`src/rtl/update_dispatcher.sv`:
```
// update_dispatcher: FIFO-buffers host edge-weight updates and sequences the container
// reset/run/done handshake so each update triggers exactly one container pass.
//   state | meaning
//   IDLE  | c_reset low, pops the FIFO head into u_* when pending > 0
//   LOAD  | c_reset high for LOAD_CYC cycles while the container reloads
//   RUN   | waits for c_done, aborts after TIMEOUT cycles
module update_dispatcher #(
  parameter int VERT_W   = 6,
  parameter int WEIGHT_W = 32,
  parameter int DEPTH    = 16,
  parameter int LOAD_CYC = 2,
  parameter int TIMEOUT  = 65535
) (
  input  logic                     clk,
  input  logic                     reset_n,
  input  logic                     wr_valid,
  output logic                     wr_ready,
  input  logic [VERT_W-1:0]        wr_src,
  input  logic [VERT_W-1:0]        wr_dst,
  input  logic [WEIGHT_W-1:0]      wr_weight,
  output logic                     c_reset,
  output logic [VERT_W-1:0]        u_src,
  output logic [VERT_W-1:0]        u_dst,
  output logic [WEIGHT_W-1:0]      u_e,
  input  logic                     c_done,
  output logic                     busy,
  output logic [$clog2(DEPTH):0]   pending,
  output logic [15:0]              runs,
  output logic [7:0]               timeouts,
  output logic                     err
);

  localparam int AW    = $clog2(DEPTH);
  localparam int ENT_W = 2*VERT_W + WEIGHT_W;
  localparam int MAXC  = (TIMEOUT > LOAD_CYC) ? TIMEOUT : LOAD_CYC;
  localparam int CNT_W = $clog2(MAXC + 1);
  localparam logic [AW:0]      FULL_CNT  = (AW+1)'(DEPTH);
  localparam logic [CNT_W-1:0] LOAD_INIT = CNT_W'(LOAD_CYC - 1);
  localparam logic [CNT_W-1:0] RUN_INIT  = CNT_W'(TIMEOUT - 1);

  typedef enum logic [1:0] {IDLE, LOAD, RUN} state_t;

  state_t              r_state;
  state_t              w_state_nxt;
  logic [ENT_W-1:0]    r_mem [DEPTH];
  logic [AW-1:0]       r_wr_ptr;
  logic [AW-1:0]       r_rd_ptr;
  logic [AW:0]         r_count;
  logic [CNT_W-1:0]    r_cnt;
  logic                r_c_reset;
  logic [VERT_W-1:0]   r_u_src;
  logic [VERT_W-1:0]   r_u_dst;
  logic [WEIGHT_W-1:0] r_u_e;
  logic [15:0]         r_runs;
  logic [7:0]          r_timeouts;
  logic                r_err;
  logic                w_push;
  logic                w_pop;
  logic                w_done;
  logic                w_abort;
  logic                w_cnt_zero;

  assign wr_ready   = (r_count != FULL_CNT);
  assign w_push     = wr_valid && wr_ready;
  assign w_cnt_zero = (r_cnt == '0);

  always_comb begin
    w_state_nxt = r_state;
    w_pop       = 1'b0;
    w_done      = 1'b0;
    w_abort     = 1'b0;
    unique case (r_state)
      IDLE: begin
        if (r_count != '0) begin
          w_pop       = 1'b1;
          w_state_nxt = LOAD;
        end
      end
      LOAD: begin
        if (w_cnt_zero) w_state_nxt = RUN;
      end
      RUN: begin
        if (c_done) begin
          w_done      = 1'b1;
          w_state_nxt = IDLE;
        end else if (w_cnt_zero) begin
          w_abort     = 1'b1;
          w_state_nxt = IDLE;
        end
      end
      default: w_state_nxt = IDLE;
    endcase
  end

  always_ff @(posedge clk or negedge reset_n) begin
    if (!reset_n) r_state <= IDLE;
    else          r_state <= w_state_nxt;
  end

  // Storage is not reset; occupancy and pointers define what is valid.
  always_ff @(posedge clk) begin
    if (w_push) r_mem[r_wr_ptr] <= {wr_src, wr_dst, wr_weight};
  end

  always_ff @(posedge clk or negedge reset_n) begin
    if (!reset_n) begin
      r_wr_ptr   <= '0;
      r_rd_ptr   <= '0;
      r_count    <= '0;
      r_cnt      <= '0;
      r_c_reset  <= 1'b1;
      r_u_src    <= '0;
      r_u_dst    <= '0;
      r_u_e      <= '0;
      r_runs     <= '0;
      r_timeouts <= '0;
      r_err      <= 1'b0;
    end else begin
      if (w_push) r_wr_ptr <= r_wr_ptr + 1'b1;
      if (w_pop)  r_rd_ptr <= r_rd_ptr + 1'b1;
      if (w_push && !w_pop)      r_count <= r_count + 1'b1;
      else if (!w_push && w_pop) r_count <= r_count - 1'b1;
      r_c_reset <= (w_state_nxt == LOAD);
      // One down-counter times both the LOAD window and the RUN watchdog.
      if (w_pop) begin
        {r_u_src, r_u_dst, r_u_e} <= r_mem[r_rd_ptr];
        r_cnt <= LOAD_INIT;
      end else if (r_state == LOAD && w_cnt_zero) begin
        r_cnt <= RUN_INIT;
      end else if (!w_cnt_zero) begin
        r_cnt <= r_cnt - 1'b1;
      end
      if (w_done) r_runs <= r_runs + 16'd1;
      if (w_abort) begin
        r_err <= 1'b1;
        if (r_timeouts != 8'hFF) r_timeouts <= r_timeouts + 8'd1;
      end
    end
  end

  assign c_reset  = r_c_reset;
  assign u_src    = r_u_src;
  assign u_dst    = r_u_dst;
  assign u_e      = r_u_e;
  assign busy     = (r_state != IDLE);
  assign pending  = r_count;
  assign runs     = r_runs;
  assign timeouts = r_timeouts;
  assign err      = r_err;

endmodule
```
`config.mk`:
```
export PLATFORM = sky130hd
export DESIGN_NAME = update_dispatcher
export DESIGN_NICKNAME = d
export VERILOG_FILES = /design/src/rtl/update_dispatcher.sv
export SDC_FILE = /design/constraint.sdc
export NUM_CORES = 1
export LEC_CHECK = 0
export BUFFER_PORTS_ARGS = -buffer_cell sky130_fd_sc_hd__buf_2
export CORE_AREA = 8 8 207 406
export DETAILED_ROUTE_END_ITERATION = 12
export DIE_AREA = 0 0 215 414
export GPL_ROUTABILITY_DRIVEN = 0
export GPL_TIMING_DRIVEN = 0
export PLACE_DENSITY = 0.57
export SKIP_CTS_REPAIR_TIMING = 1
export SLEW_MARGIN = 20
export SYNTH_ARGS = -nofsm -noshare
export SYNTH_HDL_FRONTEND = slang
export SYNTH_SLANG_ARGS = --single-unit
```
`constraint.sdc`:
```
create_clock -name clk -period 6.6 [get_ports clk]
set_clock_uncertainty 0.2 [all_clocks]
set_input_delay 0 -clock clk [delete_from_list [all_inputs] [get_ports clk]]
set_output_delay 0 -clock clk [all_outputs]
set_load 0.01 [all_outputs]
```
==> impl_metrics.prom, run 1 <==
# TYPE chip_impl_metric gauge
chip_impl_info{name="worst_hold_path_type",value="input port to register"} 1
chip_impl_metric{name="post-route-period-util",unit="%"} 60.9
chip_impl_metric{name="ys_warn_count",unit=""} 0
chip_impl_info{name="synthTopCellsByCount",value="edfxtp_1 (704), mux4_2 (176), dfrtp_1 (100), mux2i_1 (68), nand2_1 (53)"} 1
chip_impl_metric{name="number_of_synthesized_register_bits",unit=""} 805
chip_impl_metric{name="drcViolationCount",unit=""} 0
chip_impl_metric{name="die_h",unit="um"} 414
chip_impl_metric{name="final_hold_viol_count",unit=""} 0
chip_impl_metric{name="portBuffers",unit=""} 124
chip_impl_metric{name="worst-endpoint-arrival",unit="ns"} 4.37
chip_impl_metric{name="dp.cells",unit=""} 2691
chip_impl_info{name="run_status",value="complete, no violations"} 1
chip_impl_metric{name="share_of_synthesized_area_spent_on_multiplexers",unit="%"} 15.1
chip_impl_metric{name="global_route.overflow_total",unit=""} 0
chip_impl_info{name="critical_path.startpoint_type",value="register"} 1
chip_impl_info{name="synth_area_leaders",value="edfxtp_1 (68%), mux4_2 (13%), dfrtp_1 (8.1%), mux2i_1 (2.2%), o221ai_1 (0.65%)"} 1
chip_impl_metric{name="r2r_cells",unit=""} 11
chip_impl_metric{name="grt_pass1_vias",unit=""} 16800
chip_impl_metric{name="finalSetupViolCount",unit=""} 0
chip_impl_metric{name="starting_density_of_the_core",unit="%"} 39.4
chip_impl_metric{name="report.final.slew_viol_count",unit=""} 0
chip_impl_metric{name="power.internal",unit="mW"} 10.4
chip_impl_info{name="worst_setup_path_startpoint",value="pending[1]"} 1
chip_impl_metric{name="netlist-cell-type-count",unit=""} 52
chip_impl_info{name="timing_worst_setup_path_type",value="register to register"} 1
chip_impl_metric{name="grt_antenna_before_repair",unit=""} 3
chip_impl_metric{name="ys_seq_area_share",unit="%"} 76.2
chip_impl_metric{name="synthesized_area_fraction_occupied_by_adder_cells",unit="%"} 0.548
chip_impl_metric{name="dr_total_vias",unit=""} 15500
chip_impl_metric{name="avgSynthCellArea",unit="um^2"} 21.1
chip_impl_metric{name="worst-slew-pin-transition",unit="ns"} 1.03
chip_impl_metric{name="power_density",unit="mW/mm^2"} 389
chip_impl_metric{name="drt_pass1_iterations",unit=""} 5
chip_impl_info{name="crit-reg2reg-launch",value="pending[1]"} 1
chip_impl_metric{name="seq_power_share",unit="%"} 45.0
chip_impl_metric{name="finish.cell_count_without_fillers",unit=""} 2879
chip_impl_metric{name="htreeDepth",unit=""} 3
chip_impl_metric{name="clk_transition_reported_paths",unit="ns"} 0.07
chip_impl_info{name="synth_top_cell_by_area",value="edfxtp_1"} 1
chip_impl_metric{name="synthDominantCellAreaShare",unit="%"} 68.0
chip_impl_metric{name="dr.first_iter.drc_count",unit=""} 1237
chip_impl_metric{name="grt_first_pass_wirelength",unit="um"} 113000
chip_impl_info{name="tritoncts",value="yes"} 1
chip_impl_metric{name="synth_xor_area_share",unit="%"} 1.16
chip_impl_metric{name="fp.coreArea",unit="mm^2"} 0.0789
chip_impl_metric{name="die-area",unit="mm^2"} 0.0890
chip_impl_metric{name="grt_usage",unit="%"} 17.2
chip_impl_metric{name="fillers",unit=""} 6620
chip_impl_metric{name="final_net_count",unit=""} 1841
chip_impl_metric{name="number_of_instances_in_the_synthesized_netlist",unit=""} 1473
chip_impl_metric{name="total_power",unit="mW"} 14.4
chip_impl_metric{name="detail_route.wirelength",unit="um"} 77100
chip_impl_metric{name="min_period",unit="ns"} 4.02
chip_impl_info{name="crit_path_end",value="pending[4]"} 1
chip_impl_metric{name="insertion_delay",unit="ns"} 0.62
chip_impl_metric{name="cts-buffers-inserted",unit=""} 74
chip_impl_metric{name="peakVddDrop",unit="V"} 0.000213
chip_impl_info{name="ys.flop_type",value="edfxtp_1"} 1
chip_impl_metric{name="setup.reg_to_reg.worst_slack",unit="ns"} 2.58
chip_impl_metric{name="syn2layout_area_growth",unit="%"} 19.5
chip_impl_metric{name="hpwlAfterDp",unit="um"} 52300
chip_impl_info{name="synth_top_family_by_area",value="multiplexers"} 1
chip_impl_metric{name="clock.fmax",unit="MHz"} 249
chip_impl_metric{name="grt_max_degree",unit=""} 79
chip_impl_metric{name="synth_compound_area_share",unit="%"} 2.73
chip_impl_info{name="yosysMostFrequentCell",value="edfxtp_1"} 1
chip_impl_metric{name="comb_power_share",unit="%"} 23.6
chip_impl_metric{name="post_synthesis_cell_area",unit="mm^2"} 0.0311
chip_impl_metric{name="worstPathRequired",unit="ns"} 6.95
chip_impl_metric{name="leakage",unit="nW"} 12.7
chip_impl_metric{name="switching_share",unit="%"} 27.8
chip_impl_metric{name="synth-edff-count",unit=""} 704
chip_impl_metric{name="power.net_switching",unit="mW"} 4.01
chip_impl_metric{name="async_flop_share",unit="%"} 12.5
chip_impl_metric{name="crit_path_max_fanout",unit=""} 10
chip_impl_metric{name="dieWidth",unit="um"} 215
chip_impl_metric{name="worst_slew_margin_relative_to_its_limit",unit="%"} 31.1
chip_impl_info{name="root_buffer",value="clkbuf_16"} 1
chip_impl_metric{name="tritoncts_num_sinks",unit=""} 805
chip_impl_metric{name="avgRoutedWirePerCell",unit="um"} 26.8
chip_impl_metric{name="post_drt_via_cell_ratio",unit=""} 5.37
chip_impl_metric{name="maxCapViolCount",unit=""} 0
chip_impl_info{name="rsz0062_at_grt",value="no"} 1
chip_impl_metric{name="rows",unit=""} 146
chip_impl_info{name="setup.worst_path.end_class",value="register"} 1
chip_impl_metric{name="synthesis.nets",unit=""} 1534
chip_impl_metric{name="pin_count",unit=""} 125
chip_impl_metric{name="synthSimpleGateAreaFrac",unit="%"} 2.87
chip_impl_metric{name="clockBufferDepth",unit=""} 3
chip_impl_metric{name="detail-route-antenna-nets",unit=""} 0
chip_impl_metric{name="power.clock.fraction",unit="%"} 31.4
chip_impl_metric{name="post_route_cells_drive_above_1_share",unit="%"} 29.8
chip_impl_info{name="r2r_end",value="pending[4]"} 1
==> critical path, cell delays in order, from the launching register on <==
cell and delay (ns):
dfrtp_1 0.47, nor4_4 0.58, a21oi_4 0.19, clkinv_1 0.13, clkbuf_1 0.77, ha_1 0.31
inv_1 0.11, fa_1 0.42, a21o_1 0.19, a21oi_1 0.17, mux2i_1 0.24, xnor2_1 0.13
==> routing by layer <==
| layer | global-route usage (%) | share of wire, % |
|---|---|---|
| met1 | 19.1 | 36 |
| met2 | 32.9 | 57 |
| met3 | 2.97 | 4.5 |
| met4 | 5.60 | 2.5 |
| met5 | 0 | 0.021 |
==> power by group through the flow <==
stage	sequential (mW)	clock, mW	combinational (mW)
floorplan	6.61	0	2.09
global placement	6.66	0	3.19
detailed placement	6.60	0	3.47
CTS	6.50	4.63	3.48
global route	6.55	4.80	3.68
finish	6.49	4.53	3.41
==> logic make-up (layout without fill, tap and decap cells) <==
family                     count (synthesis)  count (layout)
buffers and inverters                     87             455
other                                      0               2
xor gates and xnor gates                  41              41
muxes                                    249             249
adders and majority gates                 13              13
AOI/OAI and AO/OA                        112             112
and+or+nand+nor                          166             166
DFF                                      805             805
==> cell usage in the layout, fill, tap and decap left out, types with 5 or more instances in the layout <==
cell type / Yosys / layout
edfxtp_1: 704 / 704
mux4_2: 176 / 176
buf_2: 29 / 152
dfrtp_1: 100 / 100
clkbuf_16: 0 / 79
mux2i_1: 68 / 68
nand2_1: 53 / 53
dlygate4sd3_1: 0 / 48
clkbuf_1: 27 / 43
buf_4: 8 / 29
a21oi_1: 29 / 29
o221ai_1: 23 / 23
nor2b_1: 22 / 22
xor2_1: 21 / 21
a211o_1: 21 / 21
a22o_1: 21 / 21
xnor2_1: 20 / 20
nor2_1: 31 / 19
buf_12: 0 / 17
buf_16: 0 / 14
buf_6: 6 / 13
nor2_4: 0 / 12
ha_1: 12 / 12
clkinv_1: 1 / 11
nand4_1: 11 / 11
inv_1: 10 / 10
nand3_1: 10 / 10
clkinv_2: 0 / 10
bufinv_16: 0 / 10
clkbuf_8: 0 / 9
nor3_1: 11 / 7
buf_1: 5 / 5
mux2_2: 5 / 5
==> through the flow <==
stage	hold WS, ns	utilization [%]	cell area (um^2)	worst slack (ns)	TNS, ns
2_1_floorplan	-0.496	-	31100	1.58	0
3_3_place_gp	0.159	41.8	33000	-3.17	-536.51
3_5_place_dp	-0.325	43.2	34100	2.55	0
4_1_cts	-1.01	46.4	36600	2.53	0
5_1_grt	0.106	47.1	37100	2.36	0
6_report	0.104	47.1	37100	2.58	0
==> registers in the layout (all words and copies together), names as in the netlist <==
signal,cells
u_e,32
r_rd_ptr,4
r_cnt,16
r_state,2
u_dst,6
r_wr_ptr,4
c_reset,1
runs,16
u_src,6
pending,5
r_mem,704
err,1
timeouts,8
==> final cells by class <==
cell class | count | area [um^2] | share of cell area (%)
sequential | 805 | 23700 | 63.7
clock buffer | 104 | 2160 | 5.82
inverter | 11 | 41.3 | 0.111
antenna | 2 | 5.00 | 0.0135
clock inverter | 33 | 412 | 1.11
tap | 1036 | 1300 | 3.49
timing repair buffer | 231 | 2070 | 5.58
buffer | 76 | 398 | 1.07
multi-input combinational | 581 | 7080 | 19.1
==> how the worst min path moves through the flow <==
stage,start,endpoint,slack [ns],cells after the start
6_report,wr_dst[3],r_mem[3][35],0.10,2
5_1_grt,wr_dst[3],r_mem[3][35],0.11,2
3_5_place_dp,reset_n,pending[1],-0.32,1
4_1_cts,reset_n,pending[1],-1.01,1
2_1_floorplan,reset_n,err,-0.50,0
3_3_place_gp,wr_weight[17],r_mem[2][17],0.16,1
Note: power is estimated with default switching activity, not from simulation.
==> inputs of run 2 (changes only) <==
--- a/config.mk
+++ b/config.mk
@@ -5,10 +5,11 @@
 export SDC_FILE = /design/constraint.sdc
 export NUM_CORES = 1
 export LEC_CHECK = 0
+export ABC_AREA = 1
 export BUFFER_PORTS_ARGS = -buffer_cell sky130_fd_sc_hd__buf_2
-export CORE_AREA = 8 8 207 406
+export CORE_AREA = 8 8 212 416
 export DETAILED_ROUTE_END_ITERATION = 12
-export DIE_AREA = 0 0 215 414
+export DIE_AREA = 0 0 220 424
 export GPL_ROUTABILITY_DRIVEN = 0
 export GPL_TIMING_DRIVEN = 0
 export PLACE_DENSITY = 0.57
==> constraint.sdc (replaced) <==
create_clock -name clk -period 3.86 [get_ports clk]
set_clock_uncertainty 0.2 [all_clocks]
set_input_delay 0 -clock clk [delete_from_list [all_inputs] [get_ports clk]]
set_output_delay 0 -clock clk [all_outputs]
set_load 0.01 [all_outputs]
==> run 2 against run 1 <==
Against the previous run:
- synthesized area is 5.1% higher
- wire length up 35%
- non-clock buffer count up 114
- synthesized cell count is 95% higher
- critical path depth up 2
- clock power rose by 69%
- hold slack worse by 0.050 ns
- core utilization fell by 0.12 points
- die area grew 4.8%
==> impl_metrics.prom, run 2 <==
# TYPE chip_impl_metric gauge
chip_impl_info{name="commonest_cells_after_routing_fill_and_taps_aside",value="nand2_1 (1153), edfxtp_1 (704), nand3_1 (497)"} 1
chip_impl_info{name="critical_path.startpoint_type",value="register"} 1
chip_impl_metric{name="clock.fmax",unit="MHz"} 285
chip_impl_metric{name="worst-endpoint-arrival",unit="ns"} 3.87
chip_impl_metric{name="syn2layout_area_growth",unit="%"} 18.4
chip_impl_metric{name="dpl_worst_slack",unit="ns"} 0.163
chip_impl_metric{name="post_drt_via_cell_ratio",unit=""} 5.34
chip_impl_metric{name="timing.hold.worst_path_depth",unit=""} 5
chip_impl_metric{name="dr.first_iter.drc_count",unit=""} 1914
chip_impl_metric{name="drt_pass1_iterations",unit=""} 6
chip_impl_metric{name="power.net_switching",unit="mW"} 11.4
chip_impl_info{name="timing.hold.worst.start",value="c_done"} 1
chip_impl_info{name="worst_hold_path_type",value="input port to register"} 1
chip_impl_metric{name="leakage",unit="nW"} 15.3
chip_impl_metric{name="maxCapViolCount",unit=""} 0
chip_impl_info{name="synthTopCellsByCount",value="nand2_1 (1153), edfxtp_1 (704), nand3_1 (497), dfrtp_1 (100), buf_2 (93)"} 1
chip_impl_metric{name="gr-usage-met3",unit="%"} 3.59
chip_impl_metric{name="grt_use_met1",unit="%"} 22.3
chip_impl_metric{name="timing.final.ws_setup",unit="ns"} 0.348
chip_impl_metric{name="multi_input_area",unit="mm^2"} 0.00815
chip_impl_metric{name="drcViolationCount",unit=""} 0
chip_impl_info{name="synth_area_leaders",value="edfxtp_1 (65%), nand2_1 (13%), dfrtp_1 (7.7%), nand3_1 (7.6%), buf_2 (1.4%)"} 1
chip_impl_metric{name="ys_warn_count",unit=""} 0
chip_impl_metric{name="power.clock.fraction",unit="%"} 26.2
chip_impl_metric{name="portBuffers",unit=""} 124
chip_impl_metric{name="synthDominantCellAreaShare",unit="%"} 64.7
chip_impl_metric{name="grt_pass1_vias",unit=""} 23700
chip_impl_metric{name="grt_first_pass_wirelength",unit="um"} 151000
chip_impl_metric{name="die-area",unit="mm^2"} 0.0933
chip_impl_metric{name="fin_worst_hold_slack",unit="ns"} 0.0539
chip_impl_info{name="synth_top_cell_by_area",value="edfxtp_1"} 1
chip_impl_metric{name="grt_usage",unit="%"} 22.2
chip_impl_info{name="yosysMostFrequentCell",value="nand2_1"} 1
chip_impl_info{name="min_delay_worst_endpoint",value="r_state[1]"} 1
chip_impl_metric{name="peakVddDrop",unit="V"} 0.000478
chip_impl_metric{name="total_power",unit="mW"} 29.2
chip_impl_metric{name="tritoncts_num_sinks",unit=""} 805
chip_impl_metric{name="grt_antenna_before_repair",unit=""} 6
chip_impl_metric{name="comb_power_share",unit="%"} 36.2
chip_impl_metric{name="final_net_count",unit=""} 3277
chip_impl_metric{name="global_route.overflow_total",unit=""} 0
chip_impl_info{name="crit-reg2reg-launch",value="pending[1]"} 1
chip_impl_info{name="r2r_end",value="pending[4]"} 1
chip_impl_info{name="run_status",value="complete, no violations"} 1
chip_impl_info{name="root_buffer",value="clkbuf_16"} 1
chip_impl_info{name="ys.flop_type",value="edfxtp_1"} 1
chip_impl_metric{name="r2r_cells",unit=""} 13
chip_impl_info{name="grt_most_used_layer",value="met2"} 1
chip_impl_metric{name="crit_path_max_fanout",unit=""} 10
chip_impl_metric{name="finish.cell_count_without_fillers",unit=""} 4333
chip_impl_metric{name="largest_reg_flops",unit=""} 704
chip_impl_metric{name="final_hold_viol_count",unit=""} 0
chip_impl_info{name="rsz0062_at_grt",value="no"} 1
chip_impl_metric{name="synth-edff-count",unit=""} 704
chip_impl_metric{name="rows",unit=""} 149
chip_impl_metric{name="hpwlAfterDp",unit="um"} 75000
chip_impl_metric{name="seq_power_share",unit="%"} 37.6
chip_impl_metric{name="power_density",unit="mW/mm^2"} 756
chip_impl_metric{name="avgSynthCellArea",unit="um^2"} 11.4
chip_impl_metric{name="ys_seq_area_share",unit="%"} 72.5
chip_impl_metric{name="worst-slew-pin-transition",unit="ns"} 1.07
chip_impl_info{name="tritoncts",value="yes"} 1
chip_impl_metric{name="async_flop_share",unit="%"} 12.5
chip_impl_metric{name="insertion_delay",unit="ns"} 0.68
chip_impl_metric{name="number_of_synthesized_register_bits",unit=""} 805
chip_impl_metric{name="synthesis.nets",unit=""} 2931
chip_impl_metric{name="global_route_met2_utilization",unit="%"} 41.8
chip_impl_metric{name="dieWidth",unit="um"} 220
chip_impl_metric{name="post-route-period-util",unit="%"} 91.0
chip_impl_metric{name="avgRoutedWirePerCell",unit="um"} 24.1
chip_impl_metric{name="starting_density_of_the_core",unit="%"} 39.6
chip_impl_info{name="layout.cells.most_common",value="nand2_1"} 1
chip_impl_metric{name="setup.reg_to_reg.worst_slack",unit="ns"} 0.35
chip_impl_metric{name="fp.coreArea",unit="mm^2"} 0.0824
chip_impl_metric{name="finalSetupViolCount",unit=""} 0
chip_impl_metric{name="timing.critical_path.slowest_cell_delay",unit="ns"} 0.56
chip_impl_info{name="crit_top_cell",value="nand2_1"} 1
chip_impl_metric{name="worstPathRequired",unit="ns"} 4.22
chip_impl_metric{name="worst_slew_margin_relative_to_its_limit",unit="%"} 29.0
chip_impl_metric{name="netlist-cell-type-count",unit=""} 32
chip_impl_metric{name="power.internal",unit="mW"} 17.8
chip_impl_info{name="registers.top_by_ff_count",value="r_mem"} 1
chip_impl_metric{name="switching_share",unit="%"} 39.1
chip_impl_metric{name="dp.cells",unit=""} 4149
chip_impl_metric{name="register_area",unit="mm^2"} 0.0237
chip_impl_metric{name="report.final.slew_viol_count",unit=""} 0
chip_impl_metric{name="min_period",unit="ns"} 3.51
chip_impl_metric{name="fillers",unit=""} 7482
chip_impl_metric{name="cts-buffers-inserted",unit=""} 73
chip_impl_info{name="crit_chain",value="nor2_1 -> nand4_1 -> nand2_1 -> clkbuf_2 -> ha_1 -> inv_1 -> fa_1 -> nand2_1 -> nand2_1 -> a21oi_1 -> xor2_1 -> nand2_1 -> o21ai_0"} 1
chip_impl_metric{name="detail_route.wirelength",unit="um"} 104000
chip_impl_info{name="setup.worst_path.end_class",value="register"} 1
chip_impl_metric{name="htreeDepth",unit=""} 3
chip_impl_info{name="timing.critical_path.slowest_stage_cell",value="nand2_1"} 1
chip_impl_metric{name="post_synthesis_cell_area",unit="mm^2"} 0.0327
chip_impl_metric{name="detail-route-antenna-nets",unit=""} 0
chip_impl_metric{name="clockBufferDepth",unit=""} 3
chip_impl_metric{name="clk_transition_reported_paths",unit="ns"} 0.07
chip_impl_metric{name="post_route_cells_drive_above_1_share",unit="%"} 14.3
chip_impl_metric{name="pin_count",unit=""} 125
chip_impl_metric{name="die_h",unit="um"} 424
chip_impl_info{name="timing_worst_setup_path_type",value="register to register"} 1
chip_impl_metric{name="dr_total_vias",unit=""} 23100
chip_impl_metric{name="number_of_instances_in_the_synthesized_netlist",unit=""} 2870
chip_impl_metric{name="grt_max_degree",unit=""} 61
-- run 2: routing by layer --
metal | up-vias | share of wire (%)
met2 | 964 | 54
met5 | - | 0.028
met4 | 4 | 6.5
met1 | 11300 | 34
li1 | 10500 | -
met3 | 348 | 5.5
-- run 2: layout make-up --
class / instances / share of cell area (%)
clock inverters: 40 / 1.19
repair buffers: 271 / 5.47
flip-flops and latches: 805 / 61.2
multi-input cells: 1855 / 21.1
diodes: 3 / 0.0194
inverters: 60 / 0.582
clock buffers: 92 / 5.22
plain buffers: 150 / 1.83
well taps: 1057 / 3.42
-- run 2: worst max-delay path by stage --
| stage | slack (ns) | to | from | depth (start not counted) |
|---|---|---|---|---|
| 2_1_floorplan | -0.91 | r_mem[10][0] | pending[0] | 5 |
| 3_3_place_gp | -5.38 | r_mem[4][10] | pending[0] | 5 |
| 3_5_place_dp | 0.16 | pending[4] | pending[1] | 13 |
| 4_1_cts | 0.15 | pending[4] | pending[1] | 13 |
| 5_1_grt | 0.17 | pending[4] | pending[1] | 13 |
| 6_report | 0.35 | pending[4] | pending[1] | 13 |
-- run 2: cells by family (layout without fill, tap and decap cells) --
kind of cell               after synthesis  in the layout  synth area share [%]
AOI/OAI and AO/OA                       62             62                 0.973
other                                    0              3                     0
DFF                                    805            805                  72.5
buffers and inverters                  210            613                  2.85
adders and majority gates               13             13                 0.521
xor gates and xnor gates                34             34                 0.912
and+or+nand+nor                       1746           1746                  22.3
-- run 2: power groups by stage --
stage | registers (mW) | logic [mW] | clock network [mW]
global placement | 11.3 | 10.1 | 0
CTS | 11.0 | 10.6 | 7.78
floorplan | 11.3 | 5.87 | 0
detailed placement | 11.2 | 10.6 | 0
global route | 11.1 | 11.5 | 8.05
finish | 11.0 | 10.6 | 7.65
-- run 2: stage by stage --
stage | setup TNS (ns) | area [um^2] | utilization [%]
6_report | 0 | 38700 | 46.9
5_1_grt | 0 | 38700 | 46.9
4_1_cts | 0 | 38200 | 46.3
3_5_place_dp | 0 | 35700 | 43.3
3_3_place_gp | -3003.96 | 34600 | 42.0
2_1_floorplan | -462.65 | 32700 | -
-- run 2: worst max-delay path: cells and delay by family, from the launching register on --
| kind | cells | cell delay, ns |
|---|---|---|
| AND/OR/NAND/NOR | 6 | 1.18 |
| adder cells (fa/ha/maj) | 2 | 0.66 |
| buffers and inverters | 2 | 0.54 |
| flip-flops | 1 | 0.45 |
| AO/OA/AOI/OAI | 2 | 0.22 |
| XOR/XNOR | 1 | 0.17 |
==> inputs of run 3 (changes only) <==
--- a/config.mk
+++ b/config.mk
@@ -7,12 +7,12 @@
 export LEC_CHECK = 0
 export ABC_AREA = 1
 export BUFFER_PORTS_ARGS = -buffer_cell sky130_fd_sc_hd__buf_2
-export CORE_AREA = 8 8 212 416
+export CORE_AREA = 8 8 174 341
 export DETAILED_ROUTE_END_ITERATION = 12
-export DIE_AREA = 0 0 220 424
+export DIE_AREA = 0 0 182 349
 export GPL_ROUTABILITY_DRIVEN = 0
 export GPL_TIMING_DRIVEN = 0
-export PLACE_DENSITY = 0.57
+export PLACE_DENSITY = 0.79
 export SKIP_CTS_REPAIR_TIMING = 1
 export SLEW_MARGIN = 20
 export SYNTH_ARGS = -nofsm -noshare
==> run 3 against run 2 <==
Against the previous run:
- sequential power about the same
- final cell count down 9.3%
- fmax up 0.30%
- die area down 32%
- sequential share of layout area up 1.2 points
- flip-flop and latch count unchanged
- via count up 4.0%
- register-to-register slack about the same
- hold slack better by 0.066 ns
- highest routed layer is now met4
- count of clock-buffer cells in the layout down 11
- critical path depth unchanged
==> impl_metrics.prom, run 3 (synthesis results as in run 2) <==
# TYPE chip_impl_metric gauge
chip_impl_info{name="run_status",value="complete, no violations"} 1
chip_impl_metric{name="pin_count",unit=""} 125
chip_impl_info{name="crit_path_end",value="pending[4]"} 1
chip_impl_info{name="root_buffer",value="clkbuf_16"} 1
chip_impl_metric{name="setup.reg_to_reg.worst_slack",unit="ns"} 0.36
chip_impl_metric{name="grt_antenna_before_repair",unit=""} 0
chip_impl_metric{name="tritoncts_num_sinks",unit=""} 805
chip_impl_metric{name="detail_route.wirelength",unit="um"} 92700
chip_impl_metric{name="report.final.slew_viol_count",unit=""} 0
chip_impl_metric{name="worst_slew_margin_relative_to_its_limit",unit="%"} 26.3
chip_impl_metric{name="detail-route-antenna-nets",unit=""} 0
chip_impl_metric{name="multi_input_area",unit="mm^2"} 0.00815
chip_impl_metric{name="grt_first_pass_wirelength",unit="um"} 136000
chip_impl_info{name="commonest_cells_after_routing_fill_and_taps_aside",value="nand2_1 (1153), edfxtp_1 (704), nand3_1 (497)"} 1
chip_impl_metric{name="clock.fmax",unit="MHz"} 286
chip_impl_metric{name="cts-buffers-inserted",unit=""} 67
chip_impl_metric{name="htreeDepth",unit=""} 3
chip_impl_metric{name="worstPathRequired",unit="ns"} 4.18
chip_impl_metric{name="post_dp_cell_area",unit="mm^2"} 0.0350
chip_impl_metric{name="dr.first_iter.drc_count",unit=""} 3640
chip_impl_info{name="registers.top_by_ff_count",value="r_mem"} 1
chip_impl_metric{name="clk_transition_reported_paths",unit="ns"} 0.07
chip_impl_metric{name="final_hold_viol_count",unit=""} 0
chip_impl_metric{name="insertedDiodeCount",unit=""} 0
chip_impl_info{name="r2r_end",value="pending[4]"} 1
chip_impl_metric{name="r2r_cells",unit=""} 13
chip_impl_metric{name="grt_pass1_vias",unit=""} 23700
chip_impl_info{name="timing_worst_setup_path_type",value="register to register"} 1
chip_impl_metric{name="rows",unit=""} 122
chip_impl_metric{name="hpwlAfterDp",unit="um"} 60000
chip_impl_metric{name="grt_usage",unit="%"} 28.5
chip_impl_metric{name="insertion_delay",unit="ns"} 0.62
chip_impl_info{name="tritoncts",value="yes"} 1
chip_impl_metric{name="design_area",unit="mm^2"} 0.0379
chip_impl_metric{name="die-area",unit="mm^2"} 0.0635
chip_impl_metric{name="post_route_cells_drive_above_1_share",unit="%"} 13.5
chip_impl_metric{name="register_area",unit="mm^2"} 0.0237
chip_impl_metric{name="die_h",unit="um"} 349
chip_impl_metric{name="fp.coreArea",unit="mm^2"} 0.0550
chip_impl_metric{name="final_net_count",unit=""} 3254
chip_impl_metric{name="worst-slew-pin-transition",unit="ns"} 1.11
chip_impl_info{name="worst_hold_path_type",value="input port to register"} 1
chip_impl_metric{name="fillers",unit=""} 3723
chip_impl_metric{name="global_route.overflow_total",unit=""} 0
chip_impl_info{name="worst_setup_path_startpoint",value="pending[1]"} 1
chip_impl_metric{name="finalSetupViolCount",unit=""} 0
chip_impl_metric{name="portBuffers",unit=""} 124
chip_impl_info{name="setup.worst_path.end_class",value="register"} 1
chip_impl_metric{name="leakage",unit="nW"} 15.2
chip_impl_metric{name="syn2layout_area_growth",unit="%"} 16.1
chip_impl_metric{name="crit_path_max_fanout",unit=""} 10
chip_impl_metric{name="drcViolationCount",unit=""} 0
chip_impl_metric{name="min_period",unit="ns"} 3.50
chip_impl_metric{name="starting_density_of_the_core",unit="%"} 59.4
chip_impl_metric{name="largest_reg_flops",unit=""} 704
chip_impl_info{name="rsz0062_at_grt",value="no"} 1
chip_impl_metric{name="post_drt_via_cell_ratio",unit=""} 6.13
chip_impl_metric{name="maxCapViolCount",unit=""} 0
chip_impl_metric{name="drt_pass1_iterations",unit=""} 8
chip_impl_info{name="critical_path.startpoint_type",value="register"} 1
chip_impl_metric{name="power_density",unit="mW/mm^2"} 758
chip_impl_info{name="crit-reg2reg-launch",value="pending[1]"} 1
chip_impl_metric{name="fin_tns_setup",unit="ns"} 0
chip_impl_metric{name="clockBufferDepth",unit=""} 3
chip_impl_metric{name="worst-endpoint-arrival",unit="ns"} 3.82
chip_impl_metric{name="peakVddDrop",unit="V"} 0.000565
chip_impl_metric{name="grt_max_degree",unit=""} 66
chip_impl_metric{name="post-route-period-util",unit="%"} 90.7
chip_impl_metric{name="dr_total_vias",unit=""} 24100
chip_impl_metric{name="avgRoutedWirePerCell",unit="um"} 23.6
chip_impl_info{name="layout.cells.most_common",value="nand2_1"} 1
chip_impl_metric{name="dieWidth",unit="um"} 182
-- run 3: report_power, final --
part           internal (mW)  total (mW)  switching (mW)
sequential              10.6        11.0           0.420
clock                   4.30        7.42            3.12
combinational           2.86        10.3            7.46
total                   17.7        28.7            11.0
-- run 3: metal layers --
layer  wire length (um)  vias to the layer above  GRT usage [%]
li1                   -                    10500              -
met1              32200                    11400           35.7
met2              44700                     1829           46.5
met3              11300                      337           6.18
met4               4580                        0           14.5
met5                  0                        -              0
-- run 3: worst min-delay path by stage --
stage	start	endpoint	cells after the start
2_1_floorplan	reset_n	err	0
3_3_place_gp	c_done	r_state[1]	4
3_5_place_dp	reset_n	u_e[20]	1
4_1_cts	reset_n	u_e[24]	1
5_1_grt	wr_src[0]	r_mem[2][38]	2
6_report	wr_weight[24]	r_mem[12][24]	2
-- run 3: through the flow --
| step | power (mW) | setup slack [ns] | hold slack (ns) | cells | util (%) |
|---|---|---|---|---|---|
| after floorplan | 17.1 | -0.910 | -0.496 | 2870 | - |
| after global placement | 20.5 | -4.19 | 0.140 | 3676 | 62.1 |
| after detailed placement | 21.0 | 0.443 | -0.231 | 3757 | 63.7 |
| after CTS | 28.4 | 0.431 | -0.877 | 3879 | 68.1 |
| after global routing | 29.9 | 0.0883 | 0.133 | 3928 | 69.0 |
| final | 28.7 | 0.358 | 0.120 | 3928 | 69.0 |
-- run 3: cell type report --
| type | count | share of cell area, % |
|---|---|---|
| buffer | 150 | 1.86 |
| clock buffer | 81 | 4.75 |
| clock inverter | 41 | 1.54 |
| inverter | 60 | 0.594 |
| multi-input combinational | 1855 | 21.5 |
| sequential | 805 | 62.4 |
| tap | 682 | 2.25 |
| timing repair buffer | 254 | 5.07 |
-- run 3: critical path: stages, from the launching register on --
cell,delay [ns]
dfrtp_1,0.45
nor2_1,0.16
nand4_1,0.09
nand2_1,0.45
clkbuf_1,0.62
ha_1,0.32
inv_1,0.12
fa_1,0.41
nand2_1,0.12
nand2_1,0.05
a21oi_1,0.15
xor2_1,0.15
nand2_1,0.06
o21ai_0,0.07
